## src/rtl/neopix_frame_scheduler.sv

```systemverilog
// Round-robin scheduler sharing one WS2812 byte encoder between two SPI-fed
// pixel channels: streams the granted frame buffer, then holds the latch gap.
module neopix_frame_scheduler #(
    parameter int ADDR_W       = 8,
    parameter int LATCH_CYCLES = 2500
) (
    input  logic              clk,
    input  logic              reset_n,
    input  logic [1:0]        req_i,
    input  logic [ADDR_W:0]   len0_i,
    input  logic [ADDR_W:0]   len1_i,
    output logic [1:0]        ack_o,
    output logic              buf_sel_o,
    output logic [ADDR_W-1:0] buf_addr_o,
    input  logic [7:0]        buf_data_i,
    output logic              enc_valid_o,
    output logic [7:0]        enc_data_o,
    input  logic              enc_ready_i,
    input  logic              enc_idle_i,
    output logic              do_sel_o,
    output logic              busy_o
);

    localparam int CNT_W = (LATCH_CYCLES > 1) ? $clog2(LATCH_CYCLES) : 1;
    localparam logic [CNT_W-1:0] CNT_LAST = CNT_W'(LATCH_CYCLES - 1);
    localparam logic [ADDR_W:0]  LEN_MAX  = {1'b1, {ADDR_W{1'b0}}};

    typedef enum logic [2:0] {IDLE, FETCH, LOAD, SEND, DRAIN, LATCH, DONE} state_t;

    state_t            state, state_n;
    logic              last_grant, last_n;
    logic              chan, chan_n;
    logic [ADDR_W:0]   len_q, len_n;
    logic [ADDR_W:0]   idx, idx_n;
    logic [ADDR_W-1:0] addr_n;
    logic [CNT_W-1:0]  cnt, cnt_n;
    logic [1:0]        ack_n;
    logic              vld_n;
    logic [7:0]        data_n;

    logic              pick;
    logic [ADDR_W:0]   len_pick;
    logic [ADDR_W:0]   len_sat;
    logic [ADDR_W:0]   idx_inc;

    // With both channels pending, the one not served last wins.
    assign pick     = (req_i == 2'b11) ? ~last_grant : req_i[1];
    assign len_pick = pick ? len1_i : len0_i;
    assign len_sat  = (len_pick > LEN_MAX) ? LEN_MAX : len_pick;
    assign idx_inc  = idx + (ADDR_W+1)'(1);

    assign buf_sel_o = chan;
    assign do_sel_o  = chan;
    assign busy_o    = (state != IDLE);

    always_comb begin
        state_n = state;
        last_n  = last_grant;
        chan_n  = chan;
        len_n   = len_q;
        idx_n   = idx;
        addr_n  = buf_addr_o;
        cnt_n   = cnt;
        ack_n   = 2'b00;
        vld_n   = enc_valid_o;
        data_n  = enc_data_o;
        case (state)
            IDLE: begin
                if (|req_i) begin
                    last_n  = pick;
                    chan_n  = pick;
                    len_n   = len_sat;
                    idx_n   = '0;
                    addr_n  = '0;
                    cnt_n   = '0;
                    state_n = (len_sat == '0) ? LATCH : FETCH;
                end
            end
            FETCH: state_n = LOAD;
            LOAD: begin
                data_n  = buf_data_i;
                vld_n   = 1'b1;
                state_n = SEND;
            end
            SEND: begin
                if (enc_ready_i) begin
                    vld_n = 1'b0;
                    idx_n = idx_inc;
                    // Address is only advanced when another byte follows,
                    // so it never points past the end of the frame.
                    if (idx_inc == len_q) begin
                        state_n = DRAIN;
                    end else begin
                        addr_n  = idx_inc[ADDR_W-1:0];
                        state_n = FETCH;
                    end
                end
            end
            DRAIN: begin
                if (enc_idle_i) begin
                    cnt_n   = '0;
                    state_n = LATCH;
                end
            end
            LATCH: begin
                if (cnt == CNT_LAST) begin
                    ack_n   = chan ? 2'b10 : 2'b01;
                    state_n = DONE;
                end else begin
                    cnt_n = cnt + CNT_W'(1);
                end
            end
            DONE:    state_n = IDLE;
            default: state_n = IDLE;
        endcase
    end

    always_ff @(posedge clk or negedge reset_n) begin
        if (!reset_n) begin
            state       <= IDLE;
            last_grant  <= 1'b1;
            chan        <= 1'b0;
            len_q       <= '0;
            idx         <= '0;
            buf_addr_o  <= '0;
            cnt         <= '0;
            ack_o       <= 2'b00;
            enc_valid_o <= 1'b0;
            enc_data_o  <= 8'h00;
        end else begin
            state       <= state_n;
            last_grant  <= last_n;
            chan        <= chan_n;
            len_q       <= len_n;
            idx         <= idx_n;
            buf_addr_o  <= addr_n;
            cnt         <= cnt_n;
            ack_o       <= ack_n;
            enc_valid_o <= vld_n;
            enc_data_o  <= data_n;
        end
    end

endmodule
```

## config.mk

```make
export PLATFORM = sky130hd
export DESIGN_NAME = neopix_frame_scheduler
export DESIGN_NICKNAME = d
export VERILOG_FILES = /design/src/rtl/neopix_frame_scheduler.sv
export SDC_FILE = /design/constraint.sdc
export NUM_CORES = 1
export LEC_CHECK = 0
export ABC_AREA = 0
export BUFFER_PORTS_ARGS = -buffer_cell sky130_fd_sc_hd__buf_4
export CAP_MARGIN = 20
export CORE_AREA = 2 2 76 78
export DETAILED_ROUTE_END_ITERATION = 16
export DIE_AREA = 0 0 78 80
export PLACE_DENSITY_LB_ADDON = 0.05
export SLEW_MARGIN = 15
export SYNTH_ARGS = -nofsm -noshare
export SYNTH_HDL_FRONTEND = slang
export SYNTH_SLANG_ARGS = --single-unit
```

## constraint.sdc

```tcl
create_clock -name clk -period 3.1 [get_ports clk]
set_input_delay 0.93 -clock clk [delete_from_list [all_inputs] [get_ports clk]]
set_output_delay 0.93 -clock clk [all_outputs]
set_load 0.02 [all_outputs]
```

==> reports/results.tsv <==
stage	metric	value	unit
synth	synth_async_sr_flop_share	100	%
clock_tree	worst_setup_hold_path_clk_slew	0.09	ns
synth	yosysWarningCount	0	
power_and_ir_drop	power_per_cell_area	765	mW/mm2
clock_tree	cts_setup_buffers	0	
synth	area_leader_netlist	dfrtp_1	
timing	rsz_0062_raised_after_global_routing	no	
placement	place_inst	398	
synth	synth.yosys.seq_area_share	46.6	%
final_layout	drive_gt1_share	26.3	%
clock_tree	cts_inserted_buffers	5	
grt	pin_count_of_the_biggest_net_entering_global_routing	55	
timing	post_route_setup_tns	0	ns
clock_tree	clock_tree.buffer_depth	2	
clock_tree	clk_latency	0.31	ns
grt	track_usage	21.4	%
worst_setup_path	timing_worst_setup_path_type	register to register	
outcome	status	finished, final reports clean	
clock_tree	clock_net_sink_count	54	
timing	skew	0.00486	ns
timing	transition_time_of_the_tightest_slew_check_pin	0.755	ns
drt	drc_marker_count_from_the_first_detailed_route_iteration	77	
synth	synth_xor_area_share	8.28	%
synth	synth_area	0.00290	mm2
synth	synth_adder_area_share	0.862	%
final_layout	area_delta_synth_final	18.2	%
grt	antenna_found_initial	0	
placement	dp_hpwl	4440	um
final_layout	antenna-diode-count	0	
synth	synth_top_cells_by_count	dfrtp_1 (53), nand2_1 (35), nor2_1 (25), o21ai_0 (25), mux2i_1 (16)	
synth	post_synth_and_or_nand_nor_area_fraction	19.0	%
drt	vias_per_cell	5.42	
worst_setup_path	timing.critical_path.fanout_max	9	
timing	setup_slack	0.475	ns
worst_setup_path	timing.critical_path.to_type	register	
floorplanning	design.core.area	0.00541	mm2
floorplanning	die_w	78	um
floorplanning	placement_rows	27	
timing	worst_slew_margin_rel	49.5	%
synth	synth.distinct_cells	54	
timing	fin_crit	2.62	ns
synth	synth.area.mux_share	11.0	%
power_and_ir_drop	finalPower	2.63	mW
final_layout	number_of_non_filler_instances_in_the_completed_layout	406	
synth	synth_flop_cell	dfrtp_1	
power_and_ir_drop	vdd_drop_max	472	uV
synth	synth_top_family_by_area	simple AND/OR/NAND/NOR gates	
timing	final.period_utilization	84.7	%
synth	synth_nets	320	
synth	synth.most_common_cell	dfrtp_1	
final_layout	finish.utilization	63.5	%
drt	finalWirelength	5980	um
timing	hold_viol_final	0	
placement	pre_cts_slack	0.514	ns
final_layout	layout.nets	367	
final_layout	sequential_cell_area_in_the_final_layout	0.00135	mm2
clock_tree	root_buffer	clkbuf_8	
clock_tree	cts_repair_resize_count	0	
grt	first_pass_grt_wire_length	10400	um
worst_setup_path	critical_path_arrival	2.86	ns
synth	post_synth_main_area_contributors	dfrtp_1 (46%), mux2i_1 (5.5%), mux2_2 (5.4%)	
synth	synth-edff-count	0	
synth	synth_top_area_share	45.7	%
worst_hold_path	min_path_type	register to register	
synth	synth_compound_gate_area_share	10.9	%
power_and_ir_drop	static-leakage-power	1.57	nW
clock_tree	cts_max_level	2	
floorplanning	start_util	53.7	%
drt	route.vias.total	2200	
timing	max_freq	0.381	GHz
drt	drtPass1Iterations	4	
placement	port_buffers	53	
grt	gr-total-overflow	0	
worst_setup_path	critical_path_required	3.33	ns
timing	timing_max_transition_violations_final	0	
floorplanning	floorplan_die_area	0.00624	mm2
synth	synth-seq-cells	54	
worst_setup_path	critPathLaunchType	register	
floorplanning	die-height	80	um
grt	number_of_global_route_vias_before_repair	2161	
synth	avgSynthCellArea	10.1	um2
placement	place_congestion	0.834	
synth	synth_cells	286	
drt	drt_drc_violations_left	0	
job	maxCapViolCount	0	
timing	timing.final.setup_violations	0	
clock_tree	tritoncts_clock_tree	yes	
final_layout	fillCellCount	454	
drt	wl_per_cell	14.7	um
drt	drt.antenna.violating_nets	0	
clock_tree	cts-hold-fix-buffers	0	
floorplanning	num_io_pins	54	
final_layout	multi_input_area	0.00145	mm2
cells in the final DEF, fill, tap and decap left out, types with 3 or more instances in the layout:
master,n
nor3_1,6
nor2b_1,3
nand3_1,9
mux2_2,14
o21ai_0,25
nand2_1,35
and3_1,5
inv_1,4
nor4_1,5
clkbuf_8,5
nand4_1,4
xor2_1,9
nor2_1,25
buf_4,55
mux2i_1,16
xnor2_1,14
dfrtp_1,53
path summary, 6_finish.rpt:
kind	startpoint	endpoint	slack [ns]	depth (start not counted)
max in group asynchronous	reset_n	state[0]$_DFFE_PN0P_	2.00	1
worst max-delay path	idx[0]$_DFFE_PN0P_	buf_addr_o[3]$_DFFE_PN0P_	0.48	7
worst min-delay path	enc_data_o[1]$_DFFE_PN0P_	enc_data_o[1]$_DFFE_PN0P_	0.52	1
worst max register to register	idx[0]$_DFFE_PN0P_	buf_addr_o[3]$_DFFE_PN0P_	0.48	7
worst min register to register	enc_data_o[1]$_DFFE_PN0P_	enc_data_o[1]$_DFFE_PN0P_	0.52	1
min in group asynchronous	reset_n	len_q[3]$_DFFE_PN0P_	0.65	1
layout make-up:
type	count	share of cell area, %
inverter	4	0.438
tap	72	2.63
clock inverter	3	1.17
multi-input combinational	213	42.3
sequential	54	39.4
clock buffer	5	2.01
timing repair buffer	55	12.0
metal layers:
metal	global-route usage, %	routed length, um
met1	29.1	2850
met2	35.0	2820
met3	4.19	207
met4	5.96	98
met5	0	0
power breakdown:
part,leakage [nW],switching [mW],internal (mW)
logic,0.805,0.596,0.500
registers,0.707,0.185,0.885
clock network,0.0579,0.222,0.238
total,1.57,1.00,1.62
flip-flops by register name, summed over array words and instances (netlist names):
register / flops
cnt: 12
idx: 9
len_q: 9
buf_addr_o: 8
enc_data_o: 8
state: 3
ack_o: 2
buf_sel_o: 1
enc_valid_o: 1
last_grant: 1
cells by family after synthesis:
group / after synthesis
and+or+nand+nor: 110
adders and majority gates: 2
muxes: 30
AOI/OAI and AO/OA: 46
buffers and inverters: 19
xor gates and xnor gates: 25
DFF: 54
worst max-delay path, stage by stage, from the launching register on:
cell     delay [ns]
dfrtp_1        0.55
ha_1           0.35
and3_1         0.29
and3_1         0.31
nor3_1         0.09
a211o_1        0.33
a31oi_4        0.40
mux2i_1        0.24
per-stage QoR:
stage                     instance area, um2  hold slack, ns
after CTS                               3430           0.519
after global placement                  3320           0.480
final                                   3430           0.517
after floorplan                         2900           0.469
after detailed placement                3320           0.487
after global routing                    3430           0.539
No activity file was read; power rests on OpenSTA's default activity.
